## config.mk

```make
export PLATFORM = sky130hd
export DESIGN_NAME = ks_stream_accum
export DESIGN_NICKNAME = d
export VERILOG_FILES = /design/src/rtl/ks_accum_pkg.sv /design/src/rtl/kogge.sv /design/src/rtl/ks_stream_accum.sv
export SDC_FILE = /design/constraint.sdc
export NUM_CORES = 1
export LEC_CHECK = 0
export BUFFER_PORTS_ARGS = -buffer_cell sky130_fd_sc_hd__buf_2
export CAP_MARGIN = 20
export CORE_ASPECT_RATIO = 0.7
export CORE_MARGIN = 2
export CORE_UTILIZATION = 35
export DETAILED_ROUTE_END_ITERATION = 8
export HOLD_SLACK_MARGIN = 0.02
export PLACE_DENSITY = 0.54
export SLEW_MARGIN = 10
export SYNTH_ARGS = -nofsm -noshare
export SYNTH_HDL_FRONTEND = slang
export SYNTH_SLANG_ARGS = --single-unit
```

## constraint.sdc

```tcl
create_clock -name clk -period 6.26 [get_ports clk]
set_input_delay 0.313 -clock clk [delete_from_list [all_inputs] [get_ports clk]]
set_output_delay 0.313 -clock clk [all_outputs]
set_load 0.03 [all_outputs]
```

## src/rtl/ks_accum_pkg.sv

```systemverilog
// ---------------------------------------------------------------------------
// ks_accum_pkg
// Shared definitions for the ks_stream_accum reduction stage: FSM state
// encoding and default width parameters.
// Optional build macro used by the block: KS_ACCUM_SATURATE_EN.
// ---------------------------------------------------------------------------
package ks_accum_pkg;

  localparam int DEF_WIDTH = 8;
  localparam int DEF_ACC_W = 16;
  localparam int DEF_LEN_W = 8;

  typedef enum logic [1:0] {
    IDLE  = 2'd0,
    ACCUM = 2'd1,
    DONE  = 2'd2
  } state_t;

endpackage

```

## src/rtl/kogge.sv

```systemverilog
// ---------------------------------------------------------------------------
// kogge
// Parameterised Kogge-Stone parallel-prefix adder, purely combinational.
// Ports:
//   a, b  in  WIDTH  addends
//   cin   in  1      carry in
//   s     out WIDTH  sum
//   cout  out 1      carry out of the MSB
// ---------------------------------------------------------------------------
module kogge #(
  parameter int WIDTH = 16
) (
  input  logic [WIDTH-1:0] a,
  input  logic [WIDTH-1:0] b,
  input  logic             cin,
  output logic [WIDTH-1:0] s,
  output logic             cout
);

  logic [WIDTH-1:0] gc, pc, gn, pn;
  logic [WIDTH:0]   carry;

  always_comb begin
    gc    = a & b;
    pc    = a ^ b;
    gn    = '0;
    pn    = '0;
    // log2(WIDTH) prefix levels; span doubles each level.
    for (int d = 1; d < WIDTH; d = d * 2) begin
      gn = gc;
      pn = pc;
      for (int i = d; i < WIDTH; i++) begin
        gn[i] = gc[i] | (pc[i] & gc[i-d]);
        pn[i] = pc[i] & pc[i-d];
      end
      gc = gn;
      pc = pn;
    end
    // gc/pc now hold group generate/propagate over bits [i:0].
    carry = {gc | (pc & {WIDTH{cin}}), cin};
    s     = (a ^ b) ^ carry[WIDTH-1:0];
    cout  = carry[WIDTH];
  end

endmodule

```

## src/rtl/ks_stream_accum.sv

```systemverilog
// ---------------------------------------------------------------------------
// ks_stream_accum
// Streaming multi-operand accumulator built on the kogge adder. A start
// pulse in IDLE latches a run length; that many unsigned operands are summed
// from the in_valid/in_ready stream and the result is held on the
// out_valid/out_ready port until taken.
//
// Build option: KS_ACCUM_SATURATE_EN - clamp the accumulator to all-ones on
// carry out instead of wrapping modulo 2^ACC_W.
//
// Ports:
//   clk        in   1      clock, rising edge
//   rst        in   1      synchronous active-high reset
//   start      in   1      begin a run (honoured in IDLE only)
//   len        in   LEN_W  operands in the run, latched with start
//   in_valid   in   1      operand valid
//   in_data    in   WIDTH  unsigned operand
//   in_ready   out  1      operand accepted this cycle when valid
//   out_valid  out  1      result valid
//   out_ready  in   1      result consumed
//   out_sum    out  ACC_W  accumulated sum (zero outside DONE)
//   out_ovf    out  1      carry out of ACC_W seen during the run
//   busy       out  1      not IDLE
//
// state | meaning
// ------+-------------------------------------------------------------
// IDLE  | waiting for start; outputs quiet
// ACCUM | accepting operands; remaining counts down to the last one
// DONE  | result presented until out_ready
// ---------------------------------------------------------------------------
module ks_stream_accum
  import ks_accum_pkg::*;
#(
  parameter int WIDTH = DEF_WIDTH,
  parameter int ACC_W = DEF_ACC_W,
  parameter int LEN_W = DEF_LEN_W
) (
  input  logic             clk,
  input  logic             rst,
  input  logic             start,
  input  logic [LEN_W-1:0] len,
  input  logic             in_valid,
  input  logic [WIDTH-1:0] in_data,
  output logic             in_ready,
  output logic             out_valid,
  input  logic             out_ready,
  output logic [ACC_W-1:0] out_sum,
  output logic             out_ovf,
  output logic             busy
);

  state_t           state, state_nxt;
  logic [ACC_W-1:0] acc, acc_nxt;
  logic [ACC_W-1:0] add_b, add_s, acc_add;
  logic             add_cout;
  logic [LEN_W-1:0] remaining, remaining_nxt;
  logic             ovf, ovf_nxt;

  // ACC_W >= WIDTH, so this cast is a plain zero-extension.
  assign add_b = ACC_W'(in_data);

  kogge #(ACC_W) u_kogge (
    .a    (acc),
    .b    (add_b),
    .cin  (1'b0),
    .s    (add_s),
    .cout (add_cout)
  );

`ifdef KS_ACCUM_SATURATE_EN
  // Once clamped, every later non-zero add carries again, so acc stays
  // at all-ones for the remainder of the run.
  assign acc_add = add_cout ? '1 : add_s;
`else
  assign acc_add = add_s;
`endif

  always_ff @(posedge clk) begin
    if (rst) begin
      state     <= IDLE;
      acc       <= '0;
      remaining <= '0;
      ovf       <= 1'b0;
    end else begin
      state     <= state_nxt;
      acc       <= acc_nxt;
      remaining <= remaining_nxt;
      ovf       <= ovf_nxt;
    end
  end

  always_comb begin
    state_nxt     = state;
    acc_nxt       = acc;
    remaining_nxt = remaining;
    ovf_nxt       = ovf;
    case (state)
      IDLE: begin
        if (start) begin
          acc_nxt       = '0;
          ovf_nxt       = 1'b0;
          remaining_nxt = len;
          state_nxt     = (len == '0) ? DONE : ACCUM;
        end
      end
      ACCUM: begin
        if (in_valid) begin
          acc_nxt       = acc_add;
          ovf_nxt       = ovf | add_cout;
          remaining_nxt = remaining - LEN_W'(1);
          if (remaining == LEN_W'(1)) begin
            state_nxt = DONE;
          end
        end
      end
      DONE: begin
        if (out_ready) begin
          state_nxt = IDLE;
        end
      end
      default: begin
        state_nxt = IDLE;
      end
    endcase
  end

  assign in_ready  = (state == ACCUM);
  assign out_valid = (state == DONE);
  assign busy      = (state != IDLE);
  // acc and ovf are registers; they are only exposed while the result is up.
  assign out_sum   = out_valid ? acc : '0;
  assign out_ovf   = out_valid & ovf;

endmodule

```

Yosys cells after proc, flatten, opt, wreduce, memory -nomap -nowiden --
Index checks and enable logic that the tools add are counted.
Storage, ports and cells: register bits 27, input bits 21, output and inout port bits 20, word-level logic and storage cells 171
Cells by class: add/sub/neg operators 1, equality and inequality tests 7, multiplexer cells 16, bitwise logic cells 137, reductions and logical operators 6
Operators with widths (number):
- $and 1x1->1 | 84
- $or 1x1->1 | 50
- $mux 16 | 3
- $pmux 16 s2 | 1
- $and 16x8->16 | 1
- $mux 8 | 2
- $pmux 8 s2 | 1
- $xor 16x16->16 | 1
- $xor 16x8->16 | 1
- $mux 2 | 5
- $eq 8x1->1 const B | 1
- $logic_not 8->1 | 1
- $sub 8x1->8 const B | 1
- $pmux 2 s3 | 1
- $ne 2x1->1 const B | 2
- $ne 2x2->1 const B | 2
- $reduce_and 4->1 | 1
- $reduce_bool 2->1 | 2
- $reduce_and 3->1 | 1
- $eq 2x1->1 const B | 1
- $eq 2x2->1 const B | 1
- $logic_not 2->1 | 1
- $mux 1 | 2
- $pmux 1 s2 | 1

Longest topological paths before layout --
Gate-level depths: netlist (run 1).
depth after elaboration 12, depth in mapped cells 8, mapped depth without buffers 8

Modules after synthesis --
Synthesis (run 1) repeated with hierarchy kept, for this count alone.
Second synthesis, totals: cell total of the unflattened synthesis 279, area, all modules 2255.9 um2
Modules (own cells, without submodules):
- ks_stream_accum | instances 1, cells an instance 163, area each 1420.1 um2, seq. area each 540.5 um2
- kogge | instances 1, cells an instance 116, area each 835.8 um2, seq. area each 0.0 um2

Worst setup path after synthesis (run 1) --
OpenSTA, ideal clock, no wires.
path kind register -> register, start register acc[0], end register ovf, setup time 0.071 ns, arrival 1.968 ns, required time 6.189 ns, slack 4.221 ns, cell stages (with the launch flop) 9, path buffers 0, clock period less this slack 2.039 ns, path through dfxtp_1 > ha_1 > inv_1 > fa_1 > nor2b_1 > o31a_1 > o21ai_0 > or3b_2 > a21oi_1
On the way: cells in the longest elaborated chain, start to end 12
Ends and longest elaborated chain:
- from (decl) | RTL line ks_stream_accum.sv:53 | logic [ACC_W-1:0] acc, acc_nxt;
- from (signal assigned) | RTL line ks_stream_accum.sv:86 | acc <= acc_nxt;
- $and 16x8->16 | RTL line kogge.sv:24 | gc = a & b;
- $and 1x1->1 | RTL line kogge.sv:33 | gn[i] = gc[i] | (pc[i] & gc[i-d]);
- $or 1x1->1 | RTL line kogge.sv:33
- $and 1x1->1 | RTL line kogge.sv:33
- $or 1x1->1 | RTL line kogge.sv:33
- $and 1x1->1 | RTL line kogge.sv:33
- $or 1x1->1 | RTL line kogge.sv:33
- $and 1x1->1 | RTL line kogge.sv:33
- $or 1x1->1 | RTL line kogge.sv:33
- $or 1x1->1 | RTL line ks_stream_accum.sv:109 | ovf_nxt = ovf | add_cout;
- $mux 1 | RTL line ks_stream_accum.sv:107 | if (in_valid) begin
- $pmux 1 s2 | RTL line ks_stream_accum.sv:97 | case (state)
- to (signal assigned) | RTL line ks_stream_accum.sv:88 | ovf <= ovf_nxt;
- to (decl) | RTL line ks_stream_accum.sv:57 | logic ovf, ovf_nxt;
No other way between the ends. The select of a mux whose other input is x is not followed. A chain may end at the register's enable or synchronous reset.

Worst setup path in the final report (run 1) --
Ends and elaborated chain as after synthesis.

==> impl_metrics.csv, run 1 <==
group,metric,value,unit
timing,drv_slew,0,
placed_design,place_hpwl,3250,um
global_routing,grt_first_pass_wirelength,7270,um
clock_network,clock_latency,280,ps
detailed_routing,dr.pass1.iters,4,
final_layout,fin_nets,300,
power,comb_power_share,0.325,
global_routing,gr-total-overflow,0,
global_routing,use_met2,0.226,
placed_design,place_ws,3980,ps
power,leakagePower,0.877,nW
clock_network,cts_root_buf,"clkbuf_8",
timing,fin_ws,4020,ps
logic_synthesis,synth_top_area_share,0.298,
logic_synthesis,syn-instance-count,233,
floorplanning,row_count,21,
timing,setup_tns,0,ps
detailed_routing,via_per_inst,5.07,
power,pwr-share-seq,0.446,
timing,setup_viol_count_final,0,
logic_synthesis,syn-num-nets,265,
clock_network,cts-resized-gates,0,
global_routing,grt_max_degree,20,
power,intPower,0.287,mW
run_status,status,"finished, final reports clean",
detailed_routing,wl_per_cell,13.3,um
timing,period_needed,2240,ps
timing,maxSlewHeadroom,0.419,
clock_network,clock_sinks,27,
placed_design,port_buffers,40,
detailed_routing,ant_nets,0,
global_routing,global_route.usage.met1,0.231,
clock_network,clkSlewWorstSetupHoldPaths,110,ps
detailed_routing,wl,4470,um
timing,clock_skew,9.52,ps
detailed_routing,drcViolationCount,0,
final_layout,fin_cells,336,
logic_synthesis,ys_ff_latch,27,
logic_synthesis,synth.area.top_cells,"dfxtp_1, ha_1, and2_1, nor2_1, a21oi_1",
logic_synthesis,synth-seq-area-share,0.298,
detailed_routing,vias,1705,
logic_synthesis,synth_top_area_cell,"dfxtp_1",
clock_network,cts_tree,"done",
power,power.share.clock,0.229,
power,swShare,0.370,
floorplanning,die-area,5790,um^2
final_layout,area_growth,14.1,%
placed_design,place_congestion,0.772,
floorplanning,die_x,90.1,um
floorplanning,initial_utilization,0.371,
detailed_routing,drt_iter0_markers,148,
timing,finalCritPeriodShare,0.358,
logic_synthesis,synth-edff-count,0,
floorplanning,dieHeight,64.3,um
global_routing,grt_antenna_before_repair,0,
setup_path,required,6470,ps
global_routing,grt_use_met3,0.0342,
power,net-switching-power,0.169,mW
global_routing,grt.busiest_layer,"met1",
placed_design,dp.cells,331,
setup_path,worst_setup_path_start_kind,"flop",
global_routing,grt_pass1_vias,1511,
run,maxCapViolations,0,
clock_network,htreeDepth,1,
logic_synthesis,yosysUniqueCellTypes,46,
power,p_per_area,220,nW/um^2
timing,worst_pin_slew,868,ps
clock_network,post-cts-setup-buffers,0,
setup_path,critPathCaptureType,"flop",
logic_synthesis,synth_ff_type,"dfxtp_1",
worst_hold_path,hold_path_class,"in -> reg",
final_layout,multi_input_area,1150,um^2
floorplanning,ios,41,
clock_network,clock_path_buffers,2,
setup_path,crit_type,"reg -> reg",
logic_synthesis,avgSynthCellArea,7.79,um^2
global_routing,grt.total_usage,0.154,
final_layout,diodes,0,
final_layout,fillerInstances,539,
final_layout,layout-drive-gt1-share,0.191,
setup_path,critPathMaxFanout,7,
clock_network,cts_buffers,3,
timing,final-hold-violation-count,0,
floorplanning,coreArea,4890,um^2
logic_synthesis,syn_area,1820,um^2
logic_synthesis,synthArstFlopShare,0,
setup_path,crit_arrival,2440,ps
clock_network,ctsHoldBuffers,0,
logic_synthesis,yosys_warnings,0,
timing,clock.fmax,447,MHz
timing,rsz0062_at_grt,"no",
final_layout,regArea,541,um^2
power,ir_worst_vdd,0.0868,mV
-- per-layer routing --
layer,routed length (um),part of all wire,vias up
met5,0,0,-
met4,27,0.0060,0
met3,209,0.047,4
met2,1740,0.39,50
met1,2490,0.56,756
li1,-,-,895
-- sequential cells by signal, indices dropped and copies added, names as in the netlist --
name       flops
acc           16
remaining      8
state          2
ovf            1
-- placed cells by master (no fill, tap or decap), types with 3 or more instances in the layout --
master and count:
inv_1 11, nand2_1 20, o211ai_1 5, a22oi_1 5, xor2_1 6, buf_2 40, o21ai_0 14, o22ai_1 3
ha_1 10, a21oi_1 18, clkbuf_8 3, and2_1 19, or3_1 4, nor2b_1 4, a211oi_1 5, dfxtp_1 27
o21a_1 3, nor3_1 4, nor2_1 31, nand3_1 5
-- worst max-delay path, cell delays in order (launching register included) --
cell and delay (ps):
dfxtp_1 350, ha_1 160, inv_1 50, fa_1 380, nor2b_1 190, o31a_1 290
o21ai_0 130, or3b_2 480, a21oi_1 140
-- metrics by stage --
stage	instance area, um^2	utilization	power [mW]	hold WS, ps
CTS	2060	0.422	0.458	365
global placement	2020	0.413	0.353	438
global route	2070	0.424	0.488	383
floorplan	1820	-	0.327	421
finish	2070	0.424	0.455	367
detailed placement	2020	0.413	0.353	448
-- layout make-up --
type,count,area share
Inverter,11,0.0199
Multi-Input combinational cell,184,0.555
Sequential cell,27,0.261
Clock inverter,1,0.00242
Clock buffer,3,0.0199
Tap cell,69,0.0417
Timing Repair Buffer,41,0.100
-- power by group through the flow --
stage | clock network (mW) | registers (mW) | logic, mW
after CTS | 0.108 | 0.203 | 0.147
after floorplan | 0 | 0.199 | 0.128
after detailed placement | 0 | 0.207 | 0.146
after global routing | 0.115 | 0.206 | 0.167
final | 0.104 | 0.203 | 0.148
after global placement | 0 | 0.207 | 0.146
-- cells in the mapped netlist, types with 2 or more instances --
library cell and instances:
inv_1 11, xor2_1 6, nand4b_1 2, a22oi_1 5, nand2_1 20, nor2_1 31, nor2b_1 4, nand3_1 5
or4_4 2, o21a_1 3, o22ai_1 3, clkbuf_1 5, dfxtp_1 27, o21ai_0 14, mux2i_1 2, a32oi_1 2
or3_1 4, or4_1 2, ha_1 10, a211oi_1 5, a21oi_1 18, nor3_1 4, clkbuf_8 3, o211ai_1 5
and2_1 19
-- logic make-up after synthesis --
group / share of synthesized area
mux: 0.0110
flops: 0.298
buf+inv: 0.0689
simple gates: 0.288
compound gates: 0.225
fa+ha+maj: 0.0799
xor+xnor: 0.0289
-- final timing paths --
kind / startpoint / to / slack, ps / cells past startpoint
min: len[2] / remaining[2] / 370 / 5
min reg2reg: ovf / ovf / 450 / 2
max: acc[0] / ovf / 4020 / 8
max reg2reg: acc[0] / ovf / 4020 / 8
(Power assumes the default switching activity.)
==> run 2: changes to the inputs <==
==> constraint.sdc (replaced) <==
create_clock -name clk -period 2.1 [get_ports clk]
set_input_delay 0.105 -clock clk [delete_from_list [all_inputs] [get_ports clk]]
set_output_delay 0.105 -clock clk [all_outputs]
set_load 0.03 [all_outputs]
==> run 2 against run 1 <==
Flip-flop and latch count did not move. Routed wire length rose by 3.7%. Die area did not move. Critical path depth stayed put. Largest cell class unchanged. Largest power group unchanged. Highest routed layer unchanged.
==> impl_metrics.csv, run 2 (synthesis gave the netlist of run 1 again) <==
group,metric,value,unit
detailed_routing,wl,4630,um
run_status,status,"finished, final reports clean",
clock_network,clkSlewWorstSetupHoldPaths,100,ps
placed_design,place_congestion,0.803,
timing,final-hold-violation-count,0,
timing,maxSlewHeadroom,0.736,
final_layout,final_common_cell,"buf_2",
setup_path,cpMaxStageDelayCell,"or3b_2",
clock_network,htreeDepth,1,
setup_path,critPathMaxFanout,3,
final_layout,top_register,"acc",
final_layout,final_core_util,0.445,
global_routing,grt_max_degree,19,
worst_hold_path,hold_path_class,"in -> reg",
power,total_power,1.40,mW
timing,finalCritPeriodShare,0.938,
global_routing,grt.total_usage,0.165,
clock_network,cts_buffers,3,
floorplanning,row_count,21,
clock_network,clock_path_buffers,2,
setup_path,cpPeakStageDelay,460,ps
setup_path,crit_arrival,2180,ps
floorplanning,die-area,5790,um^2
timing,setup_tns,0,ps
detailed_routing,via_per_inst,5.05,
detailed_routing,wl_per_cell,13.3,um
final_layout,area_growth,19.8,%
detailed_routing,ant_nets,0,
final_layout,largest_reg_flops,16,
detailed_routing,drcViolationCount,0,
global_routing,grt.busiest_layer,"met1",
final_layout,layout-drive-gt1-share,0.239,
setup_path,required,2310,ps
final_layout,final_cell_mix,"buf_2, nor2_1, dfxtp_1, nand2_1, and2_1",
setup_path,worstPathCellList,"ha_1 -> inv_1 -> fa_2 -> nor2b_2 -> o31a_1 -> o21ai_0 -> or3b_2 -> a21oi_1",
power,leakagePower,0.943,nW
placed_design,port_buffers,40,
setup_path,crit_type,"reg -> reg",
run,maxCapViolations,0,
timing,setup_viol_count_final,0,
detailed_routing,vias,1762,
detailed_routing,dr.pass1.iters,4,
floorplanning,ios,41,
detailed_routing,drt_iter0_markers,83,
floorplanning,die_x,90.1,um
floorplanning,initial_utilization,0.371,
placed_design,place_hpwl,3460,um
timing,clock_skew,5.68,ps
clock_network,cts_tree,"done",
timing,period_needed,1970,ps
power,ir_worst_vdd,0.232,mV
timing,clock.fmax,508,MHz
clock_network,clock_sinks,27,
final_layout,fin_nets,313,
clock_network,clock_latency,280,ps
global_routing,grt_first_pass_wirelength,7740,um
global_routing,use_met2,0.233,
power,p_per_area,646,nW/um^2
global_routing,gr-total-overflow,0,
final_layout,diodes,0,
floorplanning,coreArea,4890,um^2
setup_path,critPathTopFamily,"simple AND/OR/NAND/NOR gates",
clock_network,ctsHoldBuffers,0,
global_routing,grt_use_met3,0.0366,
final_layout,fin_cells,349,
placed_design,dp.cells,344,
global_routing,global_route.usage.met1,0.254,
final_layout,top_regs,"acc x16, remaining x8, state x2",
setup_path,critical_path_buf_inv_count,1,
timing,drv_slew,0,
setup_path,worst_setup_path_start_kind,"flop",
clock_network,cts_root_buf,"clkbuf_8",
setup_path,critPathCaptureType,"flop",
final_layout,fillerInstances,525,
timing,worst_pin_slew,385,ps
timing,rsz0062_at_grt,"no",
global_routing,grt_pass1_vias,1539,
global_routing,grt_antenna_before_repair,0,
floorplanning,dieHeight,64.3,um
[run 2: cell count changes in the layout (fill, tap and decap cells not counted)]
cell     before  now
nor2b_2       0    1
nor2b_1       4    3
dfxtp_1      27   26
buf_4         1   14
fa_1          1    0
dfxtp_2       0    1
fa_2          0    1
[run 2: worst paths after layout]
path | depth (start not counted) | end | slack, ps | start
worst min-delay path | 5 | remaining[2] | 160 | len[2]
worst max-delay path | 8 | ovf | 130 | acc[0]
worst min register to register | 2 | ovf | 460 | ovf
worst max register to register | 8 | ovf | 130 | acc[0]
[run 2: tightest hold or removal path, stage by stage]
cell	delay, ps
buf_2	100
nand2_1	50
nand2_1	40
nand2_1	50
a21oi_1	50
[run 2: final cells by class]
type | count | area, um^2 | area share
clock buffers | 3 | 41.3 | 0.0190
clock inverters | 1 | 5.00 | 0.00230
inverters | 11 | 41.3 | 0.0190
multi-input cells | 184 | 1150 | 0.531
flip-flops and latches | 27 | 542 | 0.249
well taps | 69 | 86.3 | 0.0397
repair buffers | 54 | 305 | 0.140
[run 2: through the flow]
| step | instance area (um^2) | hold WS, ps | setup WS, ps |
|---|---|---|---|
| finish | 2180 | 157 | 131 |
| global route | 2180 | 171 | 24.3 |
| CTS | 2160 | 151 | 58.1 |
| detailed placement | 2120 | 447 | 76.6 |
| global placement | 2120 | 437 | 129 |
| floorplan | 1820 | 313 | 60.9 |
[run 2: power breakdown]
group          switching [mW]  total (mW)  internal (mW)
Combinational           0.290       0.490          0.200
Sequential             0.0389       0.594          0.555
Clock                   0.187       0.321          0.134
[run 2: timing repair]
action	in CTS	in global routing
hold endpoints to repair	0	0
buffers inserted	0	1
resized for setup	0	3
setup endpoints to repair	0	1
[run 2: metal layers]
metal	wire length, um	share of wire
met1	2530	0.55
met4	27	0.0058
met2	1890	0.41
met5	0	0
met3	184	0.040
